**config.mk**
```make
export PLATFORM = sky130hd
export DESIGN_NAME = button_array_debouncer
export DESIGN_NICKNAME = d
export VERILOG_FILES = /design/src/rtl/button_array_debouncer.sv
export SDC_FILE = /design/constraint.sdc
export NUM_CORES = 1
export LEC_CHECK = 0
export BUFFER_PORTS_ARGS = -buffer_cell sky130_fd_sc_hd__buf_4
export CAP_MARGIN = 25
export CORE_ASPECT_RATIO = 0.8
export CORE_UTILIZATION = 54
export CTS_CLUSTER_DIAMETER = 50
export DETAILED_ROUTE_END_ITERATION = 7
export PLACE_DENSITY_LB_ADDON = 0.05
export SLEW_MARGIN = 20
export SYNTH_ARGS = -nofsm -noshare
export SYNTH_HDL_FRONTEND = slang
export SYNTH_SLANG_ARGS = --single-unit
```
**constraint.sdc**
```tcl
create_clock -name clk_i -period 2.9 [get_ports clk_i]
set_input_delay 0 -clock clk_i [delete_from_list [all_inputs] [get_ports clk_i]]
set_output_delay 0 -clock clk_i [all_outputs]
set_load 0.005 [all_outputs]
```
**src/rtl/button_array_debouncer.sv**
```systemverilog
// Multi-channel push-button debouncer: per-channel synchroniser, debounce counter and
// auto-repeat FSM, plus a registered lowest-index-wins key event encoder.
module button_array_debouncer #(
  parameter int unsigned N             = 4,
  parameter int unsigned DB_CYCLES     = 65535,
  parameter bit          REPEAT_EN     = 1'b1,
  parameter int unsigned REPEAT_DELAY  = 25000000,
  parameter int unsigned REPEAT_PERIOD = 10000000,
  localparam int unsigned CW           = $clog2(N)
) (
  input  logic          clk_i,
  input  logic          rst_i,
  input  logic [N-1:0]  sw_i,
  output logic [N-1:0]  sw_state_o,
  output logic [N-1:0]  sw_down_o,
  output logic [N-1:0]  sw_up_o,
  output logic [N-1:0]  sw_repeat_o,
  output logic          event_valid_o,
  output logic [CW-1:0] event_code_o,
  output logic          event_repeat_o
);

  localparam int unsigned DBW  = $clog2(DB_CYCLES);
  localparam int unsigned RMAX = (REPEAT_DELAY > REPEAT_PERIOD) ? REPEAT_DELAY : REPEAT_PERIOD;
  localparam int unsigned RPW  = $clog2(RMAX);

  localparam logic [DBW-1:0] DbLast     = DBW'(DB_CYCLES - 1);
  localparam logic [RPW-1:0] DelayLast  = RPW'(REPEAT_DELAY - 1);
  localparam logic [RPW-1:0] PeriodLast = RPW'(REPEAT_PERIOD - 1);

  typedef enum logic [1:0] {StIdle, StDelay, StPeriod} rep_st_e;

  logic [N-1:0]   sync1_q, sync2_q;
  logic [N-1:0]   state_q, state_d;
  logic [N-1:0]   down_q, down_d;
  logic [N-1:0]   up_q, up_d;
  logic [N-1:0]   rep_q, rep_d;
  logic [DBW-1:0] db_cnt_q [N];
  logic [DBW-1:0] db_cnt_d [N];
  logic [RPW-1:0] rep_cnt_q [N];
  logic [RPW-1:0] rep_cnt_d [N];
  rep_st_e        rep_st_q [N];
  rep_st_e        rep_st_d [N];

  logic [N-1:0]   hits;
  logic           ev_valid_q, ev_valid_d;
  logic [CW-1:0]  ev_code_q, ev_code_d;
  logic           ev_rep_q, ev_rep_d;

  // Inputs are active-low; the synchroniser stores the pressed level as 1.
  always_ff @(posedge clk_i) begin
    if (rst_i) begin
      sync1_q <= '0;
      sync2_q <= '0;
    end else begin
      sync1_q <= ~sw_i;
      sync2_q <= sync1_q;
    end
  end

  // Debounce: count consecutive mismatch cycles, accept at the terminal count.
  always_comb begin
    state_d  = state_q;
    down_d   = '0;
    up_d     = '0;
    db_cnt_d = db_cnt_q;
    for (int i = 0; i < int'(N); i++) begin
      if (sync2_q[i] != state_q[i]) begin
        if (db_cnt_q[i] == DbLast) begin
          db_cnt_d[i] = '0;
          state_d[i]  = ~state_q[i];
          down_d[i]   = ~state_q[i];
          up_d[i]     = state_q[i];
        end else begin
          db_cnt_d[i] = db_cnt_q[i] + 1'b1;
        end
      end else begin
        db_cnt_d[i] = '0;
      end
    end
  end

  always_ff @(posedge clk_i) begin
    if (rst_i) begin
      state_q <= '0;
      down_q  <= '0;
      up_q    <= '0;
      for (int i = 0; i < int'(N); i++) begin
        db_cnt_q[i] <= '0;
      end
    end else begin
      state_q  <= state_d;
      down_q   <= down_d;
      up_q     <= up_d;
      db_cnt_q <= db_cnt_d;
    end
  end

  // Auto-repeat FSM; an accepted release takes priority so it never shares a cycle
  // with a repeat pulse.
  always_comb begin
    rep_st_d  = rep_st_q;
    rep_cnt_d = rep_cnt_q;
    rep_d     = '0;
    for (int i = 0; i < int'(N); i++) begin
      if (up_d[i]) begin
        rep_st_d[i]  = StIdle;
        rep_cnt_d[i] = '0;
      end else if (down_d[i] && REPEAT_EN) begin
        rep_st_d[i]  = StDelay;
        rep_cnt_d[i] = '0;
      end else begin
        case (rep_st_q[i])
          StDelay: begin
            if (rep_cnt_q[i] == DelayLast) begin
              rep_d[i]     = 1'b1;
              rep_cnt_d[i] = '0;
              rep_st_d[i]  = StPeriod;
            end else begin
              rep_cnt_d[i] = rep_cnt_q[i] + 1'b1;
            end
          end
          StPeriod: begin
            if (rep_cnt_q[i] == PeriodLast) begin
              rep_d[i]     = 1'b1;
              rep_cnt_d[i] = '0;
            end else begin
              rep_cnt_d[i] = rep_cnt_q[i] + 1'b1;
            end
          end
          default: begin
            rep_st_d[i]  = StIdle;
            rep_cnt_d[i] = '0;
          end
        endcase
      end
    end
  end

  always_ff @(posedge clk_i) begin
    if (rst_i) begin
      rep_q <= '0;
      for (int i = 0; i < int'(N); i++) begin
        rep_st_q[i]  <= StIdle;
        rep_cnt_q[i] <= '0;
      end
    end else begin
      rep_q     <= rep_d;
      rep_st_q  <= rep_st_d;
      rep_cnt_q <= rep_cnt_d;
    end
  end

  // Lowest index wins; higher simultaneous hits are dropped.
  always_comb begin
    hits       = down_q | rep_q;
    ev_valid_d = |hits;
    ev_code_d  = ev_code_q;
    ev_rep_d   = ev_rep_q;
    for (int i = int'(N) - 1; i >= 0; i--) begin
      if (hits[i]) begin
        ev_code_d = CW'(i);
        ev_rep_d  = rep_q[i];
      end
    end
  end

  always_ff @(posedge clk_i) begin
    if (rst_i) begin
      ev_valid_q <= 1'b0;
      ev_code_q  <= '0;
      ev_rep_q   <= 1'b0;
    end else begin
      ev_valid_q <= ev_valid_d;
      ev_code_q  <= ev_code_d;
      ev_rep_q   <= ev_rep_d;
    end
  end

  assign sw_state_o     = state_q;
  assign sw_down_o      = down_q;
  assign sw_up_o        = up_q;
  assign sw_repeat_o    = rep_q;
  assign event_valid_o  = ev_valid_q;
  assign event_code_o   = ev_code_q;
  assign event_repeat_o = ev_rep_q;

endmodule

```
# ---- After elaboration in Yosys (flattened, before gate mapping)
# Index checks and enable logic that the tools add are counted.
dict set report word_totals {
  out_inout_bits 20
  word_cells 179
  regBits 200
  in_bits 6
}
dict set report op_classes {
  eq_ne 36
  n_addsub 8
  bitwise_logic 14
  reduce_logical 30
  muxes 59
}
# cell count
set op_table {}
lappend op_table {{25-bit 2-to-1 mux} 8}
lappend op_table {{25-bit case mux with 2 select lines} 4}
lappend op_table {{25-bit by 1-bit adder with 25-bit output (second input constant)} 4}
lappend op_table {{25-bit by 24-bit equality test with 1-bit output (second input constant)} 4}
lappend op_table {{25-bit equality test (second input constant)} 4}
lappend op_table {{16-bit by 1-bit adder with 16-bit output (second input constant)} 4}
lappend op_table {{16-bit equality test (second input constant)} 4}
lappend op_table {{1-bit 2-to-1 mux} 33}
lappend op_table {{3-bit OR reduction} 9}
lappend op_table {{2-bit AND reduction} 12}
lappend op_table {{2-bit inequality test (second input constant)} 8}
lappend op_table {{2-bit case mux with 2 select lines} 4}
lappend op_table {{2-bit 2-to-1 mux} 6}
lappend op_table {{3-bit inequality test (second input constant)} 4}
lappend op_table {{1-bit inverter} 12}
lappend op_table {{2-bit OR reduction} 5}
lappend op_table {{2-bit by 1-bit equality test with 1-bit output (second input constant)} 4}
lappend op_table {{2-bit equality test (second input constant)} 4}
lappend op_table {{1-bit case mux with 2 select lines} 4}
lappend op_table {{1-bit inequality test} 4}
lappend op_table {{4-bit inverter} 1}
lappend op_table {{4-bit OR} 1}
lappend op_table {{4-bit nonzero test} 1}
lappend op_table {{4-bit OR reduction} 1}
lappend op_table {{other kinds (2)} 2}

# ---- Depth between registers and ports, before layout
dict set report logic_depth {
  ltp_word 5
  ltp_mapped 9
  mapped_depth_nobuf 7
}

# ---- Worst setup path before layout
# Ideal clock, no wire load.
dict set report synth_path {
  path_type {flip-flop to flip-flop}
  from {register rep_cnt_q[11] (netlist bit)}
  to {register rep_cnt_q[10] (netlist bit)}
  synth_period_minus_slack_ns 1.919
  arrival_ns 1.804
  setup_ns 0.115
  stages_incl_launch_ff 7
  path_slack_ns 0.981
  path_buffers 1
  cell_sequence {dfxtp_1 nand4_1 or4_4 o41ai_4 a21o_4 buf_12 nor2_2}
}
dict set report synth_between {
  elab_chain_cells 3
}
# item line
set synth_rtl {}
lappend synth_rtl {{start, declared} 40} ;# logic [RPW-1:0] rep_cnt_q [N];
lappend synth_rtl {{start signal, assigned} 150} ;# rep_cnt_q <= rep_cnt_d;
lappend synth_rtl {{25-bit by 24-bit equality test with 1-bit output or 25-bit equality test (tied branches)} {124, 115}}
lappend synth_rtl {{25-bit 2-to-1 mux (on tied branches)} {124, 115}}
lappend synth_rtl {{25-bit case mux with 2 select lines *} 113} ;# case (rep_st_q[i])
# Mark *: on every way between the ends. The rest lies on a longest branch, timed or not.
# A chain may end at the register's enable or synchronous reset.

# ---- Final worst setup path
dict set report layout_path {
  from {register db_cnt_q[5] (netlist bit)}
  to {register rep_cnt_q[13] (netlist bit)}
}
dict set report layout_between {
  elab_chain_cells 4
}
# item line
set layout_rtl {}
lappend layout_rtl {{start, declared} 38} ;# logic [DBW-1:0] db_cnt_q [N];
lappend layout_rtl {{start signal, assigned} 95} ;# db_cnt_q <= db_cnt_d;
lappend layout_rtl {{16-bit equality test *} 69} ;# if (db_cnt_q[i] == DbLast) begin
lappend layout_rtl {{1-bit 2-to-1 mux} 69}
lappend layout_rtl {{1-bit 2-to-1 mux} 68} ;# if (sync2_q[i] != state_q[i]) begin
lappend layout_rtl {{3-bit OR reduction (no source line) *} --}
# Marked as above.

==> metrics.md <==
| Metric | Value |
|---|---|
| Status | `complete, no violations` |
| Initial antenna violation count | `0` |
| CTS clk-pin slew, worst paths | `around 0.070 ns` |
| Initial Utilization | `between 50 and 60%` |
| Drt drc | `0` |
| H-tree depth | `4` |
| Startpoint types | `register` |
| Total net switching power | `1.111 mW` |
| Crit-path leading delay family | `simple AND/OR/NAND/NOR gates` |
| Die Ht | `roughly 120 um` |
| Pre-Repair DR Iteration Count | `5` |
| Syn Inst Count | `1032` |
| Sw frac | `between 20% and 30%` |
| First-pass GRT wire length | `28.90 mm` |
| TritonCTS clock tree | `done` |
| FILL cells | `approximately 1400` |
| Seq/Total Area, Yosys | `between 40 and 50%` |
| GRT overflow | `0` |
| Post-route cell area | `roughly 0.010 sq mm` |
| Synthesized cell area | `approximately 0.0090 sq mm` |
| Layout cells sized above 1 | `under 10%` |
| Initial DRC count | `a little under 400` |
| Largest cells by area after synthesis | `dfxtp_1 (44%), nor2_1 (7.9%), xor2_1 (7.9%), xnor2_1 (6.5%), nand3_1 (3.8%)` |
| Main flop type after synthesis | `dfxtp_1` |
| Pre-CTS setup slack | `0.6813 ns` |
| WHS | `0.4389 ns` |
| Multi-input logic area | `0.004722 sq mm` |
| Critical path endpoint | `rep_cnt_q[13]` |
| Dpl hpwl | `between 10 and 15 mm` |
| DIE AREA | `about 0.017 sq mm` |
| Vias in the first global route | `a little under 6000` |
| Most common cell in the netlist | `dfxtp_1` |
| DR vias | `~7000` |
| R2R Path End | `rep_cnt_q[13]` |
| Final WS setup | `a little over 0.6 ns` |
| F_max | `~440 MHz` |
| Comb power frac | `less than 1%` |
| DRT antenna net count | `0` |
| Syn Nets | `approximately 1100` |
| Clock latency at the later pin of the worst-skew pair | `0.43 ns` |
| Reg2Reg Depth | `5` |
| CTS Buf Count | `17` |
| # clock sinks | `200` |
| Clock Path Buffers | `2` |
| Hold Violations, Final | `0` |
| Vias per inst | `between 5 and 6` |
| CP cell instances | `nand4_1 > or4_1 > o21ai_0 > a21o_4 > nor2b_1` |
| Worst path bufs/invs | `0` |
| Nets | `approximately 1100` |
| Setup CP Type | `reg -> reg` |
| Setup TNS | `0 ns` |
| Crit. End Element | `register` |
| Placed inst area | `0.009382 sq mm` |
| Maxcap violations | `0` |
| Fin. max-slew vios | `0` |
| Cell depth of the worst setup path | `5` |
| Synthesis-stage register bit count | `200` |
| Rel. slew slack | `36.97%` |
| Leakage | `3.131 nW` |
| Critical-path maximum fanout | `24` |
| Worst slew pin tran | `0.9332 ns` |
| Arr. time, crit path | `~2.6 ns` |
| Crit Reg-Reg Startpoint | `db_cnt_q[5]` |
| Clock power frac | `a little under half` |
| Worst Path Required | `approximately 3.2 ns` |
| Post-synth top area cell | `dfxtp_1` |
| Clk root buf | `clkbuf_16` |
| Die span in x | `between 100 and 150 um` |
| Crit path from | `db_cnt_q[5]` |
| Top cell type's share of synthesized area | `~44%` |
| Register cell area after layout | `0.004004 sq mm` |
| Routed WL | `about 17 mm` |
| Largest net degree at the start of global routing | `35` |
| Setup Viol. Count Final | `0` |
| Yosys cell types | `61` |
| Register share of total power | `a little over half` |
| Avg Cell Area, Syn | `8.739 sq um` |
| Synthesis Warnings | `0` |
| IO Pins | `26` |
| HP Class | `reg -> reg` |
| Most frequent cells after synthesis | `dfxtp_1 (200), nor2_1 (189), xor2_1 (81)` |
| Minimum clock period | `around 2.3 ns` |
| CP max-delay cell | `or4_1` |
| RSZ-0062 raised after global routing | `no` |
| Port Buffers | `25` |
| Avg WL per Cell | `roughly 13 um` |
| Global-route usage over all layers | `20.56%` |
| Area grow syn2layout | `11.47%` |
| Power per cell area | `a little over 500 mW/mm^2` |
| # placed instances | `1253` |
| Final Non-Filler Cells | `approximately 1300` |
| RD Place Congestion | `roughly 0.82` |
| Core area | `~0.016 sq mm` |
| Synth async-reset ratio | `0%` |
| Internal power | `between 3 and 4 mW` |
| Post-synth EDFFs | `0` |
| FF-to-FF setup slack | `between 0.6 and 0.7 ns` |
| Cell Rows | `41` |
| Layout Skew | `0.01436 ns` |
| CP peak stage delay | `roughly 0.64 ns` |
| Final period utilization | `78.51%` |
| Worst vdd ir | `0.4071 mV` |
[worst min-delay path by stage]
stage | to | startpoint | cells past startpoint | slack [ns]
after floorplan | sync1_q[3] | sw_i[3] | 1 | 0.07
after global placement | sync1_q[2] | sw_i[2] | 2 | 0.16
after detailed placement | sync1_q[0] | sw_i[0] | 2 | 0.16
after CTS | sync2_q[0] | sync1_q[0] | 1 | 0.44
after global routing | sync2_q[3] | sync1_q[3] | 1 | 0.45
final | sync2_q[0] | sync1_q[0] | 1 | 0.44
[sequential cells by signal, indices dropped and copies added (netlist names)]
register	flops
rep_cnt_q	100
sync2_q	4
sw_down_o	4
sw_repeat_o	4
sw_up_o	4
sync1_q	4
sw_state_o	4
event_repeat_o	1
db_cnt_q	64
rep_st_q	8
event_code_o	2
event_valid_o	1
[layout by cell type, fill, tap and decap left out, drive strengths merged, types with 18 or more instances in the layout]
cell and count:
nor2 209, dfxtp 200, xor2 81, nand3 68
nand2 67, xnor2 67, nand4 44, inv 43
nor3 37, buf 32, and4 21, nor4 21
ha 20, clkbuf 18
[power groups by stage]
stage	clock [mW]	combinational [mW]	sequential (mW)
6_report	2.31	0.0442	2.76
3_5_place_dp	0	0.0356	2.82
2_1_floorplan	0	0.0231	2.82
4_1_cts	2.38	0.0450	2.76
3_3_place_gp	0	0.0354	2.82
5_1_grt	2.49	0.0497	2.76
[routing by layer]
metal  up-vias  global-route usage [%]  wire, um  part of all wire (%)
met5         -                       0         0                     0
met4         0                   7.161       206                   1.2
met3        16                   4.031       695                   4.1
met2       143                   28.39      6917                    40
met1      3131                   31.37      9290                    54
li1       3605                       -         -                     -
[per-stage QoR]
stage | util [%] | total power, mW
5_1_grt | 62.60 | 5.300
4_1_cts | 62.60 | 5.181
2_1_floorplan | - | 2.842
3_3_place_gp | 58.43 | 2.856
3_5_place_dp | 58.43 | 2.856
6_report | 62.61 | 5.109
[repair_timing]
action | CTS | global route
hold endpoints to repair | 14 | 0
hold buffers | 9 | 0
gates resized for setup | 0 | 0
buffers inserted | 0 | 0
[worst reg2reg max path, cell delays in order, from the launching register on]
cell and delay, ns:
dfxtp_1 0.41, nand4_1 0.18, or4_1 0.64, o21ai_0 0.43, a21o_4 0.39, nor2b_1 0.11
[layout make-up]
type                            instances  area share (%)
Sequential cell                       200           39.83
Antenna cell                            1         0.02489
Timing Repair Buffer                   41           3.286
Tap cell                              215           2.676
Clock inverter                         14           1.394
Inverter                               39           1.456
Clock buffer                           18           4.368
Multi-Input combinational cell        767           46.97
[cells by family (layout without fill, tap and decap cells)]
kind of cell | Yosys count | in the layout | share of synthesized area (%)
xor gates and xnor gates | 148 | 148 | 14.37
muxes | 2 | 2 | 0.2220
other | 0 | 1 | 0
and+or+nand+nor | 541 | 541 | 30.36
adders and majority gates | 20 | 20 | 2.775
buffers and inverters | 65 | 112 | 3.246
DFF | 200 | 200 | 44.40
AOI/OAI and AO/OA | 56 | 56 | 4.634
No activity file was read; power rests on OpenSTA's default activity.
